<file path="src/rtl/mdu_pkg.sv">
// Shared types and constants for the HI/LO multiply/divide sequencer.
// Divider support is selected by MDU_DIV_EN in the files that import this package.
package mdu_pkg;

   localparam int unsigned MDU_WIDTH = 32;

   // LO value published for a divide by zero
   localparam logic [MDU_WIDTH-1:0] MDU_DIV0_LO = '1;

   typedef enum logic [1:0] {
      MULT  = 2'b00,
      MULTU = 2'b01,
      DIV   = 2'b10,
      DIVU  = 2'b11
   } mdu_op_t;

   typedef enum logic [1:0] {
      IDLE = 2'd0,
      CALC = 2'd1,
      SIGN = 2'd2
   } mdu_state_t;

endpackage

</file>
<file path="src/rtl/mdu_step.sv">
// One iteration of the MDU datapath: shift-add multiply or restoring-divide step.
// The trial-subtract path exists only when MDU_DIV_EN is defined.
module mdu_step
   import mdu_pkg::*;
#(
   parameter int unsigned WIDTH = MDU_WIDTH
) (
`ifdef MDU_DIV_EN
   input  logic               is_div,
`endif
   input  logic [2*WIDTH-1:0] acc,
   input  logic [WIDTH-1:0]   m,
   output logic [2*WIDTH-1:0] acc_next
);

   localparam int unsigned AW = 2 * WIDTH;

   logic [WIDTH:0] sum;

   // acc = {partial product, remaining multiplier bits}; LSB selects the add
   assign sum = {1'b0, acc[AW-1:WIDTH]} + (acc[0] ? {1'b0, m} : {(WIDTH+1){1'b0}});

`ifdef MDU_DIV_EN
   logic [WIDTH:0] trial;

   // acc = {partial remainder, dividend/quotient}; borrow out means restore
   assign trial = acc[AW-1:WIDTH-1] - {1'b0, m};
`endif

   always_comb begin
      acc_next = {sum, acc[WIDTH-1:1]};
`ifdef MDU_DIV_EN
      if (is_div) begin
         if (trial[WIDTH]) begin
            acc_next = {acc[AW-2:0], 1'b0};
         end else begin
            acc_next = {trial[WIDTH-1:0], acc[WIDTH-2:0], 1'b1};
         end
      end
`endif
   end

endmodule

</file>
<file path="src/rtl/hilo_mdu_ctrl.sv">
// Multi-cycle MULT/MULTU/DIV/DIVU sequencer owning the HI/LO pair, with fetch stall.
// Define MDU_DIV_EN to build the divider; otherwise DIV/DIVU are rejected with illegal.
module hilo_mdu_ctrl
   import mdu_pkg::*;
#(
   parameter int unsigned WIDTH = MDU_WIDTH,
   parameter int unsigned CNT_W = 5
) (
   input  logic             clk,
   input  logic             rst,
   input  logic             start,
   input  logic [1:0]       op,
   input  logic [WIDTH-1:0] a,
   input  logic [WIDTH-1:0] b,
   input  logic             hilo_rd,
   input  logic             wr_hi,
   input  logic             wr_lo,
   input  logic [WIDTH-1:0] wr_data,
   output logic [WIDTH-1:0] hi,
   output logic [WIDTH-1:0] lo,
   output logic             busy,
   output logic             stall,
   output logic             done,
   output logic             illegal
);

   localparam int unsigned AW = 2 * WIDTH;

   mdu_state_t       state, state_d;
   mdu_op_t          op_in;
   logic [CNT_W-1:0] cnt;
   logic [WIDTH-1:0] m, a_abs, b_abs, hi_res, lo_res;
   logic [AW-1:0]    acc, acc_step, prod_fix;
   logic             sa, sb, op_signed, op_is_div, last_iter;
   logic             accept, illegal_d, wr_ok;
`ifdef MDU_DIV_EN
   logic             div_q, div0_q;
`endif

   assign op_in     = mdu_op_t'(op);
   assign op_signed = (op_in == MULT) || (op_in == DIV);
   assign op_is_div = (op_in == DIV) || (op_in == DIVU);
   assign a_abs     = (op_signed && a[WIDTH-1]) ? -a : a;
   assign b_abs     = (op_signed && b[WIDTH-1]) ? -b : b;

   assign busy  = (state != IDLE);
   assign stall = busy & (start | hilo_rd | wr_hi | wr_lo);

`ifdef MDU_DIV_EN
   // A zero divisor spends a single CALC cycle without iterating
   assign last_iter = div0_q || (cnt == CNT_W'(WIDTH - 1));
`else
   assign last_iter = (cnt == CNT_W'(WIDTH - 1));
`endif

   mdu_step #(.WIDTH(WIDTH)) u_step (
`ifdef MDU_DIV_EN
      .is_div   (div_q),
`endif
      .acc      (acc),
      .m        (m),
      .acc_next (acc_step)
   );

   // Sign fixup of the magnitude result and HI/LO placement
   assign prod_fix = (sa ^ sb) ? -acc : acc;

   always_comb begin
      {hi_res, lo_res} = prod_fix;
`ifdef MDU_DIV_EN
      if (div0_q) begin
         lo_res = WIDTH'(MDU_DIV0_LO);
         hi_res = sa ? -acc[WIDTH-1:0] : acc[WIDTH-1:0];
      end else if (div_q) begin
         lo_res = (sa ^ sb) ? -acc[WIDTH-1:0] : acc[WIDTH-1:0];
         hi_res = sa ? -acc[AW-1:WIDTH] : acc[AW-1:WIDTH];
      end
`endif
   end

   always_comb begin
      state_d   = state;
      accept    = 1'b0;
      illegal_d = 1'b0;
      wr_ok     = 1'b0;
      case (state)
         IDLE: begin
            wr_ok = ~start;
            if (start) begin
`ifdef MDU_DIV_EN
               accept  = 1'b1;
               state_d = CALC;
`else
               if (op_is_div) begin
                  illegal_d = 1'b1;
               end else begin
                  accept  = 1'b1;
                  state_d = CALC;
               end
`endif
            end
         end
         CALC:    if (last_iter) state_d = SIGN;
         SIGN:    state_d = IDLE;
         default: state_d = IDLE;
      endcase
   end

   always_ff @(posedge clk or negedge rst) begin
      if (!rst) begin
         state   <= IDLE;
         cnt     <= '0;
         acc     <= '0;
         m       <= '0;
         sa      <= 1'b0;
         sb      <= 1'b0;
         hi      <= '0;
         lo      <= '0;
         done    <= 1'b0;
         illegal <= 1'b0;
`ifdef MDU_DIV_EN
         div_q   <= 1'b0;
         div0_q  <= 1'b0;
`endif
      end else begin
         state   <= state_d;
         done    <= 1'b0;
         illegal <= illegal_d;
         if (accept) begin
            cnt <= '0;
            acc <= {{WIDTH{1'b0}}, a_abs};
            m   <= b_abs;
            sa  <= op_signed & a[WIDTH-1];
            sb  <= op_signed & b[WIDTH-1];
`ifdef MDU_DIV_EN
            div_q  <= op_is_div;
            div0_q <= op_is_div && (b == '0);
`endif
         end else if (state == CALC) begin
            cnt <= cnt + CNT_W'(1);
`ifdef MDU_DIV_EN
            if (!div0_q) acc <= acc_step;
`else
            acc <= acc_step;
`endif
         end else if (state == SIGN) begin
            hi   <= hi_res;
            lo   <= lo_res;
            done <= 1'b1;
         end else if (wr_ok) begin
            if (wr_hi) hi <= wr_data;
            if (wr_lo) lo <= wr_data;
         end
      end
   end

endmodule
</file>
<file path="config.mk">
export PLATFORM = sky130hd
export DESIGN_NAME = hilo_mdu_ctrl
export DESIGN_NICKNAME = d
export VERILOG_FILES = /design/src/rtl/mdu_pkg.sv /design/src/rtl/mdu_step.sv /design/src/rtl/hilo_mdu_ctrl.sv
export SDC_FILE = /design/constraint.sdc
export NUM_CORES = 1
export LEC_CHECK = 0
export CORE_AREA = 2 2 184 168
export DETAILED_ROUTE_END_ITERATION = 12
export DIE_AREA = 0 0 186 170
export GPL_ROUTABILITY_DRIVEN = 0
export RECOVER_POWER = 25
export SLEW_MARGIN = 40
export SYNTH_ARGS = -nofsm -noshare
export SYNTH_HDL_FRONTEND = slang
export SYNTH_SLANG_ARGS = --single-unit
</file>
<file path="constraint.sdc">
create_clock -name clk -period 3.3 [get_ports clk]
set_clock_uncertainty 0.2 [all_clocks]
set_input_delay 0.66 -clock clk [delete_from_list [all_inputs] [get_ports clk]]
set_output_delay 0.66 -clock clk [all_outputs]
set_load 0.05 [all_outputs]
</file>
==> results.rst <==
.. list-table::
   :header-rows: 1

   * - Metric
     - Value
   * - Crit path launch type
     - flop
   * - Grt ovf
     - 0
   * - Sum of routed wire length over all layers
     - approximately 39000 um
   * - Uppermost layer routed
     - met4
   * - Hold Path Cell Cnt
     - 2
   * - Area of the mapped netlist
     - 11800 sq um
   * - Antenna Cells
     - 0
   * - Max Cap Viol
     - 1
   * - Final clock period utilization by the worst path
     - 0.955
   * - Gate Count Post-Synth
     - 1427
   * - Number of instances resized during post-cts repair
     - 0
   * - Number of levels the H-tree was split into
     - 4
   * - Hold WC Path Type
     - flop to flop
   * - Internal power consumption
     - 7.93 mW
   * - Initial antenna violation count
     - 0
   * - Number of fill cells
     - ~2800
   * - Clock tree from TritonCTS
     - done
   * - First-pass GRT wire length
     - between 60000 and 70000 um
   * - Number of clock sinks
     - 171
   * - DR WL/cell
     - about 19 um
   * - Hold violation total from the final report
     - 0
   * - Outcome
     - finished with violations
   * - Largest net degree at the start of global routing
     - 64
   * - Share of flip-flops with an asynchronous set or reset
     - 1.00
   * - Total setup violations reported at the end of the flow
     - 0
   * - Number of hold buffers added after cts
     - 0
   * - Clock power share
     - 0.127
   * - Part of the Yosys area used for sequential elements
     - 0.363
   * - Length of routed wiring on met1
     - around 19000 um
   * - RSZ-0062 raised after global routing
     - no
   * - Met2 routed WL
     - 16000 um
   * - Final HPWL DP
     - 30200 um
   * - Cell chosen for the clock root
     - clkbuf_16
   * - Worst Hold Slack
     - 0.278 ns
   * - Layout cell share with drive strength beyond 1
     - 0.0935
   * - Area of the core
     - 29700 sq um
   * - Failing checks
     - max-capacitance violations, max-slew violations
   * - Data required time of the worst path
     - 3.38 ns
   * - Clk_lat worst skew
     - between 0.4 and 0.5 ns
   * - Cell types occupying the most area after synthesis
     - dfrtp_1 36%, o21ai_0 6.3%, nand2_1 6.1%
   * - Proportion of power drawn by flip-flops and latches
     - 0.274
   * - Endpoint arrival time on the critical path
     - 3.24 ns
   * - Actual transition at the worst max-transition pin
     - about 1.7 ns
   * - Detail-routed via count per cell
     - 5.63
   * - Post-synthesis register bit count
     - 171
   * - Antenna-violating nets left
     - 0
   * - Drt pass-1 iters
     - 5
   * - Number of enable-type register cells in the synthesized netlist
     - 0
   * - Initial core utilization
     - 0.397
   * - Die Wd
     - 186 um
   * - Power per Cell Area
     - 1050 nW/um^2
   * - Distinct cells, synth
     - 68
   * - Number of DRC violations after detailed routing
     - 0
   * - Fin area
     - 15000 sq um
   * - Number of primary I/O pins
     - 172
   * - Total routing usage reported by global routing
     - 0.248
   * - Violation count after the first detailed-routing iteration
     - 1126
   * - Vias post-DR
     - about 11000
   * - Nets
     - 1766
   * - Kind of critical path
     - flop to flop
   * - Setup fix buffers added after clock tree synthesis
     - 0
   * - Final Max Slew Viols
     - between 60 and 70
   * - Via count of the first global-routing pass
     - 10500
   * - Final critical delay including setup and external delays
     - 3.15 ns
   * - Switching power summed over all nets
     - 7.74 mW
   * - Synthesized area divided by synthesized cell count
     - 8.25 sq um
   * - Maximum number of buffers from clock root to sink
     - 2
   * - Worst vdd ir
     - 0.558 mV
   * - CTS clock-pin slew for the worst setup and hold paths
     - around 0.070 ns
   * - Post-synth net total
     - 1569
   * - Total clock buffers created by CTS
     - 17
   * - Critical Path Fanout Max
     - 5
   * - Sum of met3 wire segment lengths after detailed routing
     - approximately 2700 um
   * - Relative slew slack
     - -0.128
   * - Area Growth Syn to Fin
     - 27.3%
   * - Count of yosys warnings during synthesis
     - 0
   * - Summed negative setup slack over all endpoints
     - 0 ns
   * - Sw Share
     - 0.494
   * - Fraction of post-synthesis cell area in the top cell type by area
     - 0.363
   * - Sort of element at the end of the critical path
     - flop
   * - Reg2reg path depth
     - 10
   * - Area leader, netlist
     - dfrtp_1
   * - Die area
     - 31600 sq um
   * - Port Buf Inserts
     - 171
   * - Number of rows created at floorplan
     - 60
   * - Static Leak
     - 6.06 nW
   * - Height of the die
     - 170 um
   * - Logic pwr share
     - 0.598
   * - Cell area after placement
     - between 10000 and 15000 sq um
   * - Upper clock frequency limit
     - 317 MHz
   * - Dominant synthesized flop cell
     - dfrtp_1
sequential cells by signal, summed over array words and instances, names as in the netlist:
name and cells:
state 2, cnt 5, hi 32, m 32, sa 1, illegal 1
done 1, acc 64, lo 32, sb 1
stage by stage:
stage	worst slack (ns)	util	total power, mW	cells
2_1_floorplan	0.200	-	10.3	1427
5_1_grt	0.00727	0.505	16.8	2040
6_report	0.147	0.505	15.7	2040
3_3_place_gp	0.0405	0.486	13.4	2008
3_5_place_dp	0.0141	0.486	13.6	2008
4_1_cts	0.167	0.506	15.6	2040
power groups by stage:
stage | sequential [mW] | clock, mW | combinational [mW]
after floorplan | 5.22 | 0 | 5.05
after global placement | 4.29 | 0 | 9.16
after detailed placement | 4.30 | 0 | 9.26
after CTS | 4.27 | 2.02 | 9.29
after global routing | 4.41 | 2.11 | 10.3
final | 4.30 | 2.00 | 9.38
cell usage after synthesis (all sizes together), types with 3 or more instances:
master / count
nand2: 191
dfrtp: 171
o21ai: 156
a21oi: 109
nor2: 106
clkbuf: 77
xnor2: 69
xor2: 55
ha: 37
mux2i: 37
nor3: 37
and2: 36
a31oi: 28
and3: 28
nand3: 28
inv: 23
nor4: 23
a211oi: 18
nand4: 16
nor2b: 15
o31ai: 14
or3: 14
or4: 14
a222oi: 13
a21o: 11
a22o: 10
nand2b: 10
buf: 8
o41ai: 7
o21bai: 6
o211ai: 5
o22ai: 5
a22oi: 4
nor3b: 4
or2: 4
nand4b: 3
o2111ai: 3
cell usage in the layout (no fill, tap or decap), types with 27 or more instances in the layout:
cell type,netlist,final
mux2i_1,37,37
and2_1,36,36
nand3_1,28,28
dfrtp_1,171,171
a21oi_1,109,108
xnor2_1,69,68
ha_1,37,37
and3_1,28,28
clkdlybuf4s50_1,0,169
nor2_1,106,105
a31oi_1,28,27
nor3_1,35,35
xor2_1,55,55
nand2_1,191,191
buf_4,0,89
o21ai_0,149,147
path summary, 6_finish.rpt:
check,startpoint,endpoint,slack [ns]
min,m[10],m[10],0.28
min in group asynchronous,rst,acc[12],0.46
max in group asynchronous,rst,acc[56],0.63
min reg2reg,m[10],m[10],0.28
max reg2reg,acc[0],acc[59],0.15
max,acc[0],acc[59],0.15
cell families (layout without fill, tap and decap cells):
family,count (synthesis),after routing,share of synthesized area
AO/OA/AOI/OAI,410,410,0.211
XOR/XNOR,124,124,0.0922
adder cells (fa/ha/maj),38,38,0.0410
buffers and inverters,108,318,0.0349
flip-flops,171,171,0.363
multiplexers,39,39,0.0334
AND/OR/NAND/NOR,537,537,0.224
final cells by class:
cell class	count	area, sq um	share of cell area
Clock inverter	8	83.8	0.00559
Inverter	23	86.3	0.00576
Tap cell	403	504	0.0337
Sequential cell	171	4280	0.286
Timing Repair Buffer	263	2410	0.161
Multi-Input combinational cell	1148	7120	0.475
Clock buffer	24	492	0.0328
critical path: stages (launching register included):
cell      delay (ns)
dfrtp_1         0.43
and2_1          0.16
ha_1            0.21
fa_1            0.40
a21o_1          0.22
a221o_1         0.38
a211o_1         0.34
o211ai_1        0.22
nand3_1         0.15
xnor2_1         0.19
o21ai_0         0.10
layer usage:
layer  track usage  vias up
li1              -     5562
met1         0.389     5430
met2         0.346      432
met3        0.0336       53
met4        0.0760        0
met5             0        -
No activity file was read; power rests on OpenSTA's default activity.
